`config.mk`:
```
export PLATFORM = sky130hd
export DESIGN_NAME = alu_operand_loader
export DESIGN_NICKNAME = d
export VERILOG_FILES = /design/src/rtl/cpu_types_pkg.sv /design/src/rtl/key_debounce.sv /design/src/rtl/alu_operand_loader.sv
export SDC_FILE = /design/constraint.sdc
export NUM_CORES = 1
export LEC_CHECK = 0
export ABC_AREA = 1
export BUFFER_PORTS_ARGS = -buffer_cell sky130_fd_sc_hd__buf_4
export CORE_ASPECT_RATIO = 1.75
export CORE_UTILIZATION = 30
export CTS_CLUSTER_SIZE = 14
export DETAILED_ROUTE_END_ITERATION = 8
export SYNTH_ARGS = -nofsm -noshare
export SYNTH_HDL_FRONTEND = slang
export SYNTH_SLANG_ARGS = --single-unit
```
`constraint.sdc`:
```
create_clock -name CLK -period 1.3 [get_ports CLK]
set_input_delay 0.13 -clock CLK [delete_from_list [all_inputs] [get_ports CLK]]
set_output_delay 0.13 -clock CLK [all_outputs]
set_load 0.02 [all_outputs]
```
`src/rtl/cpu_types_pkg.sv`:
```
// Shared CPU datapath types: operand word width, ALU opcode encoding and
// the switch-to-word sign extension used by the operand loader.
package cpu_types_pkg;

    localparam int unsigned WORD_W = 32;
    localparam int unsigned SW_W   = 17;

    typedef enum logic [3:0] {
        ALU_ADD   = 4'h0,
        ALU_SUB   = 4'h1,
        ALU_AND   = 4'h2,
        ALU_OR    = 4'h3,
        ALU_XOR   = 4'h4,
        ALU_NOR   = 4'h5,
        ALU_SLL   = 4'h6,
        ALU_SRL   = 4'h7,
        ALU_SRA   = 4'h8,
        ALU_SLT   = 4'h9,
        ALU_SLTU  = 4'hA,
        ALU_LUI   = 4'hB,
        ALU_PASSA = 4'hC,
        ALU_PASSB = 4'hD,
        ALU_MUL   = 4'hE,
        ALU_NOP   = 4'hF
    } aluop_t;

    // sw[16] replicates across the upper half of the operand word.
    function automatic logic [WORD_W-1:0] sw_ext(input logic [SW_W-1:0] s);
        return {{(WORD_W-16){s[16]}}, s[15:0]};
    endfunction

endpackage

```
`src/rtl/key_debounce.sv`:
```
// Two-flop synchronizer plus counter debouncer for one active-low push button;
// press is a one-cycle pulse on the debounced 1->0 transition.
module key_debounce #(
    parameter int unsigned DB_CYCLES = 250000
) (
    input  logic CLK,
    input  logic RST,
    input  logic key_n,
    output logic level,
    output logic press
);

    logic        sync1;
    logic        sync2;
    logic [19:0] cnt;

    always_ff @(posedge CLK) begin
        if (RST) begin
            sync1 <= 1'b1;
            sync2 <= 1'b1;
            level <= 1'b1;
            cnt   <= '0;
            press <= 1'b0;
        end else begin
            sync1 <= key_n;
            sync2 <= sync1;
            press <= 1'b0;
            if (sync2 == level) begin
                cnt <= '0;
            end else if (cnt == 20'(DB_CYCLES - 1)) begin
                // DB_CYCLES-th consecutive differing cycle: accept the new level
                level <= sync2;
                cnt   <= '0;
                press <= ~sync2;
            end else begin
                cnt <= cnt + 20'd1;
            end
        end
    end

endmodule

```
`src/rtl/alu_operand_loader.sv`:
```
// Switch/button operand entry for the ALU: A, B, opcode, then valid/ready handoff.
// Optional 7-segment echo output enabled by LOADER_ECHO_EN.
module alu_operand_loader
    import cpu_types_pkg::*;
#(
    parameter int unsigned DB_CYCLES = 250000
) (
    input  logic              CLK,
    input  logic              RST,
    input  logic [SW_W-1:0]   sw,
    input  logic [1:0]        key_n,
    input  logic              op_ready,
    output logic [WORD_W-1:0] porta,
    output logic [WORD_W-1:0] portb,
    output aluop_t            aluop,
    output logic              op_valid,
    output logic [3:0]        stage,
    output logic [7:0]        xfer_cnt
`ifdef LOADER_ECHO_EN
    ,
    output logic [WORD_W-1:0] echo
`endif
);

    typedef enum logic [1:0] {
        S_A     = 2'd0,
        S_B     = 2'd1,
        S_OP    = 2'd2,
        S_VALID = 2'd3
    } state_t;

    state_t            state, state_nxt;
    logic [WORD_W-1:0] porta_nxt, portb_nxt;
    aluop_t            aluop_nxt;
    logic [7:0]        xfer_cnt_nxt;
    logic              enter_press, clear_press;
    logic [1:0]        key_level_unused;

    key_debounce #(.DB_CYCLES(DB_CYCLES)) u_enter (
        .CLK   (CLK),
        .RST   (RST),
        .key_n (key_n[0]),
        .level (key_level_unused[0]),
        .press (enter_press)
    );

    key_debounce #(.DB_CYCLES(DB_CYCLES)) u_clear (
        .CLK   (CLK),
        .RST   (RST),
        .key_n (key_n[1]),
        .level (key_level_unused[1]),
        .press (clear_press)
    );

    always_ff @(posedge CLK) begin
        if (RST) begin
            state    <= S_A;
            porta    <= '0;
            portb    <= '0;
            aluop    <= aluop_t'(4'd0);
            xfer_cnt <= '0;
        end else begin
            state    <= state_nxt;
            porta    <= porta_nxt;
            portb    <= portb_nxt;
            aluop    <= aluop_nxt;
            xfer_cnt <= xfer_cnt_nxt;
        end
    end

    // Clear outranks a same-cycle transfer, which outranks enter.
    always_comb begin
        state_nxt    = state;
        porta_nxt    = porta;
        portb_nxt    = portb;
        aluop_nxt    = aluop;
        xfer_cnt_nxt = xfer_cnt;
        if (clear_press) begin
            state_nxt = S_A;
            porta_nxt = '0;
            portb_nxt = '0;
            aluop_nxt = aluop_t'(4'd0);
        end else begin
            unique case (state)
                S_A: if (enter_press) begin
                    porta_nxt = sw_ext(sw);
                    state_nxt = S_B;
                end
                S_B: if (enter_press) begin
                    portb_nxt = sw_ext(sw);
                    state_nxt = S_OP;
                end
                S_OP: if (enter_press) begin
                    aluop_nxt = aluop_t'(sw[3:0]);
                    state_nxt = S_VALID;
                end
                S_VALID: if (op_ready) begin
                    xfer_cnt_nxt = xfer_cnt + 8'd1;
                    state_nxt    = S_A;
                end
                default: state_nxt = S_A;
            endcase
        end
    end

    always_comb begin
        op_valid = (state == S_VALID);
        stage    = 4'b0001 << state;
    end

`ifdef LOADER_ECHO_EN
    always_comb begin
        echo = porta;
        unique case (state)
            S_A, S_B: echo = sw_ext(sw);
            S_OP:     echo = {{(WORD_W-4){1'b0}}, sw[3:0]};
            default:  echo = porta;
        endcase
    end
`endif

endmodule

```
==> results.json <==
{
  "route.detailed.drc": 0,
  "dieArea_sq_mm": 0.0151,
  "gr-total-overflow": 0,
  "final-max-slew-violation-count": 0,
  "finalWorstSetupSlack_ns": -0.0446,
  "wire_per_inst_microns": 11.6,
  "diodes": 0,
  "totalPowerFinal_w": 0.00657,
  "ant_nets": 0,
  "synthTopCellsByArea": "dfxtp_1, nor2_1, nand2_1, buf_4, o21ai_0",
  "synth_top_area_share_pct": 43.9,
  "grt_usage_pct": 14.4,
  "grt_max_degree": 41,
  "met1_usage_pct": 13.8,
  "path_cells": "inv_2 > ha_4 > buf_4 > buf_6",
  "clk_latency_ns": 0.34,
  "run_status": "complete, but fails checks",
  "grt_pass1_vias": 3702,
  "setup_tns_ns": -0.655,
  "via_per_inst": 4.43,
  "yosysSeqAreaShare_pct": 43.9,
  "port_buffers": 102,
  "dp_slack_ns": -0.0707,
  "htree_levels": 3,
  "period_minus_slack_ns": 1.34,
  "min_period_over_period_pct": 103,
  "rsz0062_at_grt": "yes",
  "dp_hpwl_mm": 7.81,
  "clkTransAtPathRegs_ns": 0.07,
  "drive_gt1_share_pct": 39.2,
  "slew_headroom_pct": 78.0,
  "drt_iter0_drc": 113,
  "clkSinkCount": 96,
  "seqCellArea_sq_mm": 0.00195,
  "critPathSlowestCell": "dfxtp_4",
  "fin_area_sq_mm": 0.00638,
  "violations": "negative setup slack",
  "timing.final.hold_violations": 0,
  "cts_tree": "built",
  "drt_pre_antenna_iters": 7,
  "hold_class": "in -> reg",
  "end_kind": "output port",
  "antenna_found_initial": 0,
  "fin_worst_skew_ns": 0.0139,
  "synth-seq-cells": 96,
  "grt_util_met2_pct": 28.5,
  "worst-slew-pin-transition_ns": 0.329,
  "multi_input_area_sq_mm": 0.00231,
  "fin_hold_ws_ns": 0.0263,
  "syn_nets": 641,
  "nNetsFinal": 776,
  "rows": 58,
  "root_buffer": "clkbuf_16",
  "grt_pass1_wl_mm": 17.0,
  "worst-path-max-fanout": 4,
  "busiest_layer": "met2",
  "syn-cell-area_sq_mm": 0.00438,
  "die_w_microns": 93.3,
  "place.gp.congestion": 0.810,
  "finalSetupViolations": 31,
  "fmax_mhz": 744,
  "leakagePower_nw": 2.47,
  "postSynthAreaPerCell_sq_um": 7.15,
  "worstPathRequired_ns": 1.17,
  "peakVddDrop_v": 0.000567,
  "cts_buffer_depth": 2,
  "yosysTopAreaCell": "dfxtp_1",
  "start_kind": "register",
  "fp.dieH_microns": 162,
  "power-per-cell-area_mw_per_mm2": 1030,
  "start_util_pct": 30.6,
  "cts_inserted_buffers": 9,
  "maxCapViolCount": 0,
  "syn_to_final_growth_pct": 45.7,
  "critPathArrivalTime_ns": 1.21,
  "yosys_warnings": 0,
  "netlist_instances": 612,
  "yosysUniqueCellTypes": 27,
  "wl_mm": 10.9,
  "core_sq_mm": 0.0143,
  "dpl_cell_area_sq_mm": 0.00556,
  "vias": 4133,
  "slowest_delay_ns": 0.38,
  "grt_use_met3_pct": 3.28,
  "worstSetupPathType": "reg -> out",
  "fill_cells": 1426,
  "pin_count": 103
}
[placed cells by master (no fill, tap or decap), types with 3 or more instances in the layout]
master     netlist  final
clkbuf_16        0     12
nand2_1        102     94
nand2_2          2      7
buf_12           0      4
a21oi_1         24      6
dfxtp_2          0     13
nand2_4          0      3
inv_2            4      7
nor2_2           4     22
or2_2            7      7
nand3_1         24     21
a21oi_2          0     18
o21ai_1          0     12
dfxtp_4          0      3
inv_1           47     42
nand4_1          6      6
o21ai_0         48     36
xnor2_1          6      6
nand3_2          3      5
inv_6            0      4
dfxtp_1         96     80
nor2_1         166    137
buf_6            2      7
ha_4             0      6
buf_4           33    151
nor2_4           3     14
xor2_1          11      9
[metrics by stage]
step / cells / utilization, %
after CTS: 922 / 41.8
final: 932 / 44.6
after global routing: 932 / 44.6
after global placement: 902 / 38.9
after detailed placement: 902 / 38.9
after floorplan: 612 / -
[path summary, 6_finish.rpt]
check / startpoint / endpoint / slack (ns) / cells past startpoint
setup / recovery: state[0] / stage[2] / -0.04 / 4
hold / removal: sw[16] / porta[16] / 0.03 / 3
setup reg to reg: u_clear.cnt[1] / u_clear.cnt[14] / -0.04 / 9
hold reg to reg: u_clear.sync1 / u_clear.sync2 / 0.42 / 1
[power by group]
group / switching, W / internal [W] / leakage [nW]
combinational: 0.000478 / 0.000477 / 1.54
sequential: 0.0000573 / 0.00299 / 0.783
clock: 0.00119 / 0.00137 / 0.140
total: 0.00173 / 0.00485 / 2.47
[synth_stat cells]
cell type	number
nor2_1	166
nand2_1	102
dfxtp_1	96
o21ai_0	48
inv_1	47
buf_4	33
a21oi_1	24
nand3_1	24
xor2_1	11
ha_1	7
or2_2	7
clkbuf_1	6
nand4_1	6
xnor2_1	6
inv_2	4
nor2_2	4
nand3_2	3
nor2_4	3
buf_2	2
buf_6	2
clkinv_1	2
nand2_2	2
nand3b_1	2
nor3_1	2
nor3b_1	1
o21bai_1	1
or2_0	1
[routing by layer]
metal | part of all wire (%) | up-vias
met2 | 57 | 100
met5 | 0 | -
met4 | 1.7 | 0
met1 | 37 | 1866
li1 | - | 2153
met3 | 4.1 | 14
[logic make-up (layout without fill, tap and decap cells)]
logic type	after synthesis	in the layout	share of synthesized area (%)
buf+inv	96	236	11.5
compound gates	73	73	8.41
flops	96	96	43.9
xor+xnor	17	17	3.40
fa+ha+maj	7	7	2.00
simple gates	323	323	30.8
[cell type report]
cell class / count / area share, %
clock buffer: 10 / 3.75
inverter: 53 / 3.39
tap: 180 / 3.53
multi-input combinational: 420 / 36.2
timing repair buffer: 167 / 21.8
clock inverter: 6 / 0.746
sequential: 96 / 30.6
[state kept, by name, indices dropped and copies added (netlist names)]
name,count
aluop,4
porta,17
portb,17
state,2
u_clear.cnt,20
u_clear.level,1
u_clear.press,1
u_clear.sync1,1
u_clear.sync2,1
u_enter.cnt,20
u_enter.level,1
u_enter.press,1
u_enter.sync1,1
u_enter.sync2,1
xfer_cnt,8
[worst max-delay path: cells and delay by family (launching register included)]
| family | cells | cell delay [ns] |
|---|---|---|
| flops | 1 | 0.38 |
| buf+inv | 3 | 0.33 |
| fa+ha+maj | 1 | 0.17 |
[what timing repair did]
| item | CTS | global route |
|---|---|---|
| gates cloned | 0 | 4 |
| endpoints found under the setup margin | 112 | 87 |
| buffers inserted | 2 | 6 |
| hold buffers | 2 | 0 |
| endpoints found under the hold margin | 2 | 0 |
| resized for setup | 26 | 90 |
| pin swaps | 3 | 15 |
Power figures use the tool's default switching activity.
